===== src/rtl/mips_cache_wbuf_param.sv =====
// ---------------------------------------------------------------------------
// mips_cache_wbuf_param
//   In-order write buffer between the data cache and the Avalon-MM write
//   master. Cache write-throughs are queued in a circular array and drained
//   one entry per accepted bus transfer. A combinational lookup port lets a
//   read miss see pending stores (byte-merged, youngest entry wins per lane).
//
//   Optional build macro: MIPS_WBUF_COALESCE_EN
//     When defined, a push that hits the youngest entry's word merges into
//     that entry instead of allocating a new one.
//
// Ports
//   clk, rst          clock, synchronous active-high reset
//   in_*              write request from the cache (valid/ready handshake)
//   active            drain permission; low pauses starting new bus writes
//   waitrequest       Avalon waitrequest
//   avm_*             Avalon write master, driven from the head entry
//   lk_addr/lk_*      combinational lookup of pending stores
//   count/full/empty  occupancy
// ---------------------------------------------------------------------------
module mips_cache_wbuf_param #(
    parameter int ADDR_W     = 32,
    parameter int DATA_W     = 32,
    parameter int DEPTH_LOG2 = 3
) (
    input  logic                    clk,
    input  logic                    rst,
    input  logic                    in_valid,
    input  logic [ADDR_W-1:0]       in_addr,
    input  logic [DATA_W-1:0]       in_data,
    input  logic [DATA_W/8-1:0]     in_byteenable,
    output logic                    in_ready,
    input  logic                    active,
    input  logic                    waitrequest,
    output logic [ADDR_W-1:0]       avm_address,
    output logic [DATA_W-1:0]       avm_writedata,
    output logic [DATA_W/8-1:0]     avm_byteenable,
    output logic                    avm_write,
    input  logic [ADDR_W-1:0]       lk_addr,
    output logic                    lk_hit,
    output logic [DATA_W-1:0]       lk_data,
    output logic [DATA_W/8-1:0]     lk_byteenable,
    output logic [DEPTH_LOG2:0]     count,
    output logic                    full,
    output logic                    empty
);

    localparam int BE_W  = DATA_W / 8;
    localparam int DEPTH = 1 << DEPTH_LOG2;
    localparam int PTR_W = (DEPTH_LOG2 > 0) ? DEPTH_LOG2 : 1;
    localparam int CNT_W = DEPTH_LOG2 + 1;
    localparam int OFF_W = (BE_W > 1) ? $clog2(BE_W) : 0;

    typedef enum logic [1:0] {S_IDLE, S_DRAIN, S_PAUSE} state_t;

    logic [ADDR_W-1:0] r_addr [DEPTH];
    logic [DATA_W-1:0] r_data [DEPTH];
    logic [BE_W-1:0]   r_be   [DEPTH];
    logic [DEPTH-1:0]  r_vld;
    logic [PTR_W-1:0]  r_head, r_tail;
    logic [CNT_W-1:0]  r_count;
    logic              r_lock;

    state_t            w_state;
    logic              w_lock_nxt;
    logic              w_pop, w_alloc, w_coal;

    function automatic logic [PTR_W-1:0] ptr_inc(input logic [PTR_W-1:0] p);
        return (p == PTR_W'(DEPTH - 1)) ? '0 : p + PTR_W'(1);
    endfunction

    function automatic logic word_eq(input logic [ADDR_W-1:0] a, input logic [ADDR_W-1:0] b);
        return a[ADDR_W-1:OFF_W] == b[ADDR_W-1:OFF_W];
    endfunction

    // byte offset of the lookup address never takes part in a match
    generate
        if (OFF_W > 0) begin : g_lk_off
            logic w_unused_lk_off;
            assign w_unused_lk_off = ^lk_addr[OFF_W-1:0];
        end
    endgenerate

    assign count = r_count;
    assign empty = (r_count == '0);
    assign full  = (r_count == CNT_W'(DEPTH));

    // Head entry is shown even while paused; zero when nothing is queued.
    assign avm_address    = empty ? '0 : r_addr[r_head];
    assign avm_writedata  = empty ? '0 : r_data[r_head];
    assign avm_byteenable = empty ? '0 : r_be[r_head];

    // Drain control. The lock keeps a stalled transfer alive after `active`
    // drops so an Avalon write is never withdrawn mid-flight.
    always_comb begin
        w_state    = S_IDLE;
        w_lock_nxt = r_lock;
        if (!empty)
            w_state = (active || r_lock) ? S_DRAIN : S_PAUSE;
        avm_write = (w_state == S_DRAIN);
        if (avm_write && !waitrequest)
            w_lock_nxt = 1'b0;
        else if (avm_write && waitrequest)
            w_lock_nxt = 1'b1;
    end

    always_ff @(posedge clk) begin
        if (rst) r_lock <= 1'b0;
        else     r_lock <= w_lock_nxt;
    end

    assign w_pop = avm_write && !waitrequest;

`ifdef MIPS_WBUF_COALESCE_EN
    logic [PTR_W-1:0] w_young;
    assign w_young = (r_tail == '0) ? PTR_W'(DEPTH - 1) : r_tail - PTR_W'(1);
    // A head entry already on the bus must not change under the master.
    assign w_coal  = !empty && r_vld[w_young] && word_eq(r_addr[w_young], in_addr)
                     && !((w_young == r_head) && avm_write);
`else
    assign w_coal  = 1'b0;
`endif

    assign in_ready = !full || w_coal;
    assign w_alloc  = in_valid && !w_coal && !full;

    always_ff @(posedge clk) begin
        if (rst) begin
            r_head  <= '0;
            r_tail  <= '0;
            r_count <= '0;
            r_vld   <= '0;
            for (int i = 0; i < DEPTH; i++) begin
                r_addr[i] <= '0;
                r_data[i] <= '0;
                r_be[i]   <= '0;
            end
        end else begin
            if (w_pop) begin
                r_vld[r_head] <= 1'b0;
                r_head        <= ptr_inc(r_head);
            end
            if (w_alloc) begin
                r_addr[r_tail] <= in_addr;
                r_data[r_tail] <= in_data;
                r_be[r_tail]   <= in_byteenable;
                r_vld[r_tail]  <= 1'b1;
                r_tail         <= ptr_inc(r_tail);
            end
`ifdef MIPS_WBUF_COALESCE_EN
            if (in_valid && w_coal) begin
                for (int b = 0; b < BE_W; b++)
                    if (in_byteenable[b])
                        r_data[w_young][8*b +: 8] <= in_data[8*b +: 8];
                r_be[w_young] <= r_be[w_young] | in_byteenable;
            end
`endif
            r_count <= r_count + CNT_W'(w_alloc) - CNT_W'(w_pop);
        end
    end

    // Walk oldest to youngest so later matches overwrite earlier lanes.
    always_comb begin
        logic [PTR_W-1:0] idx;
        idx           = '0;
        lk_hit        = 1'b0;
        lk_data       = '0;
        lk_byteenable = '0;
        for (int k = 0; k < DEPTH; k++) begin
            idx = r_head + PTR_W'(k);
            if (r_vld[idx] && word_eq(r_addr[idx], lk_addr)) begin
                lk_hit        = 1'b1;
                lk_byteenable = lk_byteenable | r_be[idx];
                for (int b = 0; b < BE_W; b++)
                    if (r_be[idx][b])
                        lk_data[8*b +: 8] = r_data[idx][8*b +: 8];
            end
        end
    end

endmodule


===== config.mk =====
export PLATFORM = sky130hd
export DESIGN_NAME = mips_cache_wbuf_param
export DESIGN_NICKNAME = d
export VERILOG_FILES = /design/src/rtl/mips_cache_wbuf_param.sv
export SDC_FILE = /design/constraint.sdc
export NUM_CORES = 2
export LEC_CHECK = 0
export CAP_MARGIN = 20
export CORE_AREA = 3 3 311 313
export DETAILED_ROUTE_END_ITERATION = 8
export DIE_AREA = 0 0 314 316
export PLACE_DENSITY = 0.84
export SLEW_MARGIN = 20
export SYNTH_ARGS = -nofsm -noshare
export SYNTH_HDL_FRONTEND = slang
export SYNTH_SLANG_ARGS = --single-unit

===== constraint.sdc =====
create_clock -name clk -period 11.5 [get_ports clk]
set_clock_uncertainty 0.15 [all_clocks]
set_input_delay 3.45 -clock clk [delete_from_list [all_inputs] [get_ports clk]]
set_output_delay 3.45 -clock clk [all_outputs]
set_load 0.02 [all_outputs]

==> metrics.txt <==
status finished with violations; failing checks negative setup slack; final WL ~190,000 microns; CP max FO 9; Slowest Stage Delay on Critical Path 1.00 ns; Tcrit/Tclk final 100.0%; Post-synth ARST share 0%; CP max-delay cell a21oi_1; GP Congestion 1.070; crit-path most repeated cell clkdlybuf4s50_1; IO Port Bufs around 220; number of remaining DRC errors 0; Yosys reg bits between 500 and 600; CTS tree yes; number of CTS-inserted buffers 61; num ports between 200 and 250; Die Width approximately 310 microns; hold_ws ~0.32 ns; CP top delay family compound AO/OA/AOI/OAI gates; largest net degree at the start of global routing 149; layout filler cell count approximately 7,000; FF-to-FF setup slack 7.25 ns; drt wl/cell about 34 microns; DR iter-0 viols 8,832; Final Util 60.55%; clock slew at reported path FFs 0.06 ns; Die Height about 320 microns; share of the synthesized area in the top cell type between 30% and 40%; CTS root buffer clkbuf_16; Tmin final between 10 and 15 ns; Cells after Synth 4,158; CTS max path bufs 3; final hold violation count 0; EDFF count, synth 544; vias 42,750; post-CTS setup buffer count 0; Crit Path Category in -> out; drt first pass iters 7; FMAX approximately 0.087 GHz; synth unique cells 81; Area contributors post-synth edfxtp_1, mux4_2, mux2i_1; H-tree Lvls 2; final worst slack -0.004433 ns; Initial Util a little over half; hold path endpoint r_lock; gr usage total a little under two fifths; worst min-delay path category reg -> reg; FF-to-FF End r_addr[1][12]; Slew Limit Fails 0; area of the multi-input gates 33,110 sq um; synthesized area just over 50,000 sq um; grt ovf 0; Core Area roughly 95,000 sq um; clock net sink count ~570; CP Capture Type output pin; hold path startpoint r_lock; layout cells sized above 1 ~26%; initial antenna violation count 20; # rows around 110; max cap viols 0; register area about 17,000 sq um; syn_area_per_cell about 12 sq um; DPL Wire Length 118,200 microns; peak supply drop 0.3761 mV; CP Launch Type input pin; Worst EP required slightly below 8 ns; Arr. time, crit path between 7 and 8 ns; full die area 99,220 sq um; Worst-Margin Slew approximately 1.3 ns; area delta synth->final 10.57%; Primary FF master, synth edfxtp_1; first-pass GRT wire length roughly 270,000 microns; antenna-violating nets left 0; Crit path buffers/inverters 3; Rel. slew slack 12.90%; Via-to-Cell Ratio slightly below 8; Clk Latency, worst-skew pair 0.70 ns; FF-to-FF path depth 8; hold depth 2; Seq/Total Area, Yosys between 30 and 40%; PwrDens approximately 160 nW/um^2; Ys Warns 0; Syn Nets approximately 4,300; cell taking the most area after synthesis edfxtp_1; launching point of the worst reg2reg path count[2]; Final nets between 4,000 and 5,000; Cell Chain, Critical Path clkdlybuf4s50_1 > xnor2_1 > nand2_1 > o21ai_0 > o221ai_1 > nor4b_1 > buf_4 > and3_1 > a21oi_1 > a311o_1 > clkdlybuf4s50_1; RSZ-0062 raised after global routing no; Final setup violation count 1; leak pwr approximately 18 nW; vias in the first global route 41,220
## layout make-up
cell class                 count  share of cell area (%)
timing repair buffer         374                   6.198
multi-input combinational   3168                   57.81
tap                         1265                   2.764
inverter                      25                  0.1660
sequential                   566                   29.33
clock inverter                38                  0.6926
clock buffer                  78                   2.997
antenna                       11                 0.04806
## worst max-delay path by stage
stage,slack [ns],end,cells past startpoint,start
after floorplan,1.63,lk_data[24],13,lk_addr[8]
after global placement,0.26,lk_data[2],14,lk_addr[18]
after detailed placement,0.22,lk_data[24],10,lk_addr[19]
after CTS,0.12,lk_data[2],10,lk_addr[19]
after global routing,0.06,lk_data[1],11,lk_addr[24]
final,-0.004,lk_data[1],11,lk_addr[31]
## state kept, by name, indices dropped and copies added (netlist names), named ones only
register,count
r_addr,256
r_data,256
r_be,32
r_vld,8
count,4
r_head,3
r_tail,3
r_lock,1
## cells in the final DEF (no fill, tap or decap), types with 9 or more instances in the layout
cell	count
mux4_2	624
and2_1	548
edfxtp_1	544
mux2i_1	402
nand2_1	284
clkdlybuf4s50_1	213
xnor2_1	188
nor2_1	182
buf_4	141
mux2_2	120
clkbuf_16	66
nand4_1	61
a21oi_1	60
a22oi_1	53
o21ai_0	50
nor3_1	47
xor2_1	39
or4_1	37
o311a_1	36
o221ai_1	36
a21boi_0	33
a21o_1	33
nand3_1	32
a311o_1	32
mux4_4	30
nor4_1	29
o22ai_1	27
inv_1	20
dfxtp_1	16
buf_12	15
clkinv_2	14
nand2b_1	14
nor2b_1	13
a221oi_1	12
ha_1	12
diode_2	11
clkbuf_1	10
clkinv_1	9
## per-layer routing
| layer | global-route usage [%] | up-vias | wire (microns) |
|---|---|---|---|
| met5 | 0.2901 | - | 181 |
| met4 | 22.12 | 26 | 14150 |
| met3 | 13.29 | 1040 | 31110 |
| met2 | 54.31 | 4397 | 81110 |
| met1 | 47.26 | 20720 | 60620 |
| li1 | - | 16570 | - |
## cells by family after synthesis
| logic type | after synthesis | share of synthesized area (%) |
|---|---|---|
| fa+ha+maj | 16 | 0.4010 |
| xor+xnor | 229 | 3.872 |
| mux | 1184 | 39.30 |
| buf+inv | 424 | 4.114 |
| simple gates | 1304 | 13.65 |
| flops | 566 | 32.39 |
| compound gates | 435 | 6.267 |
## synthesized netlist by cell type (all sizes together), types with 32 or more instances
cell type	n
nor4	34
nor3	58
nor2	188
a21oi	61
mux4	660
buf	218
mux2	120
nand3	32
and2	550
clkbuf	179
mux2i	404
edfxtp	544
a21boi	33
a21o	33
o21ai	56
a311o	32
xor2	40
nand4	62
nand2	287
a22oi	53
xnor2	189
o221ai	36
or4	37
o311a	36
## metrics by stage
step | setup slack, ns | instances | total power (W) | instance area (sq um) | TNS (ns)
floorplan | 1.628 | 4158 | 0.005535 | 51790 | 0
global placement | 0.2596 | 5398 | 0.006658 | 55110 | 0
detailed placement | 0.2193 | 5398 | 0.006758 | 55110 | 0
CTS | 0.1240 | 5514 | 0.008825 | 57220 | 0
global route | 0.06465 | 5519 | 0.009209 | 57250 | 0
finish | -0.004433 | 5525 | 0.008954 | 57270 | -0.004433
## report_power, final
group	total, W	switching [W]	internal, W	leakage [nW]
Combinational	0.00425	0.00237	0.00188	11.6
Sequential	0.00261	0.000201	0.00241	5.82
Clock	0.00209	0.000915	0.00118	1.03
Total	0.00895	0.00349	0.00546	18.4
## worst min-delay path, stage by stage (launching register included)
cell	delay (ns)
dfxtp_1	0.31
nand2_1	0.05
a21oi_1	0.05
## timing repair
item	CTS	global route
hold buffers	0	0
setup endpoints to repair	0	3
resized for setup	0	2
hold endpoints to repair	0	0
Note: power is estimated with default switching activity, not from simulation.
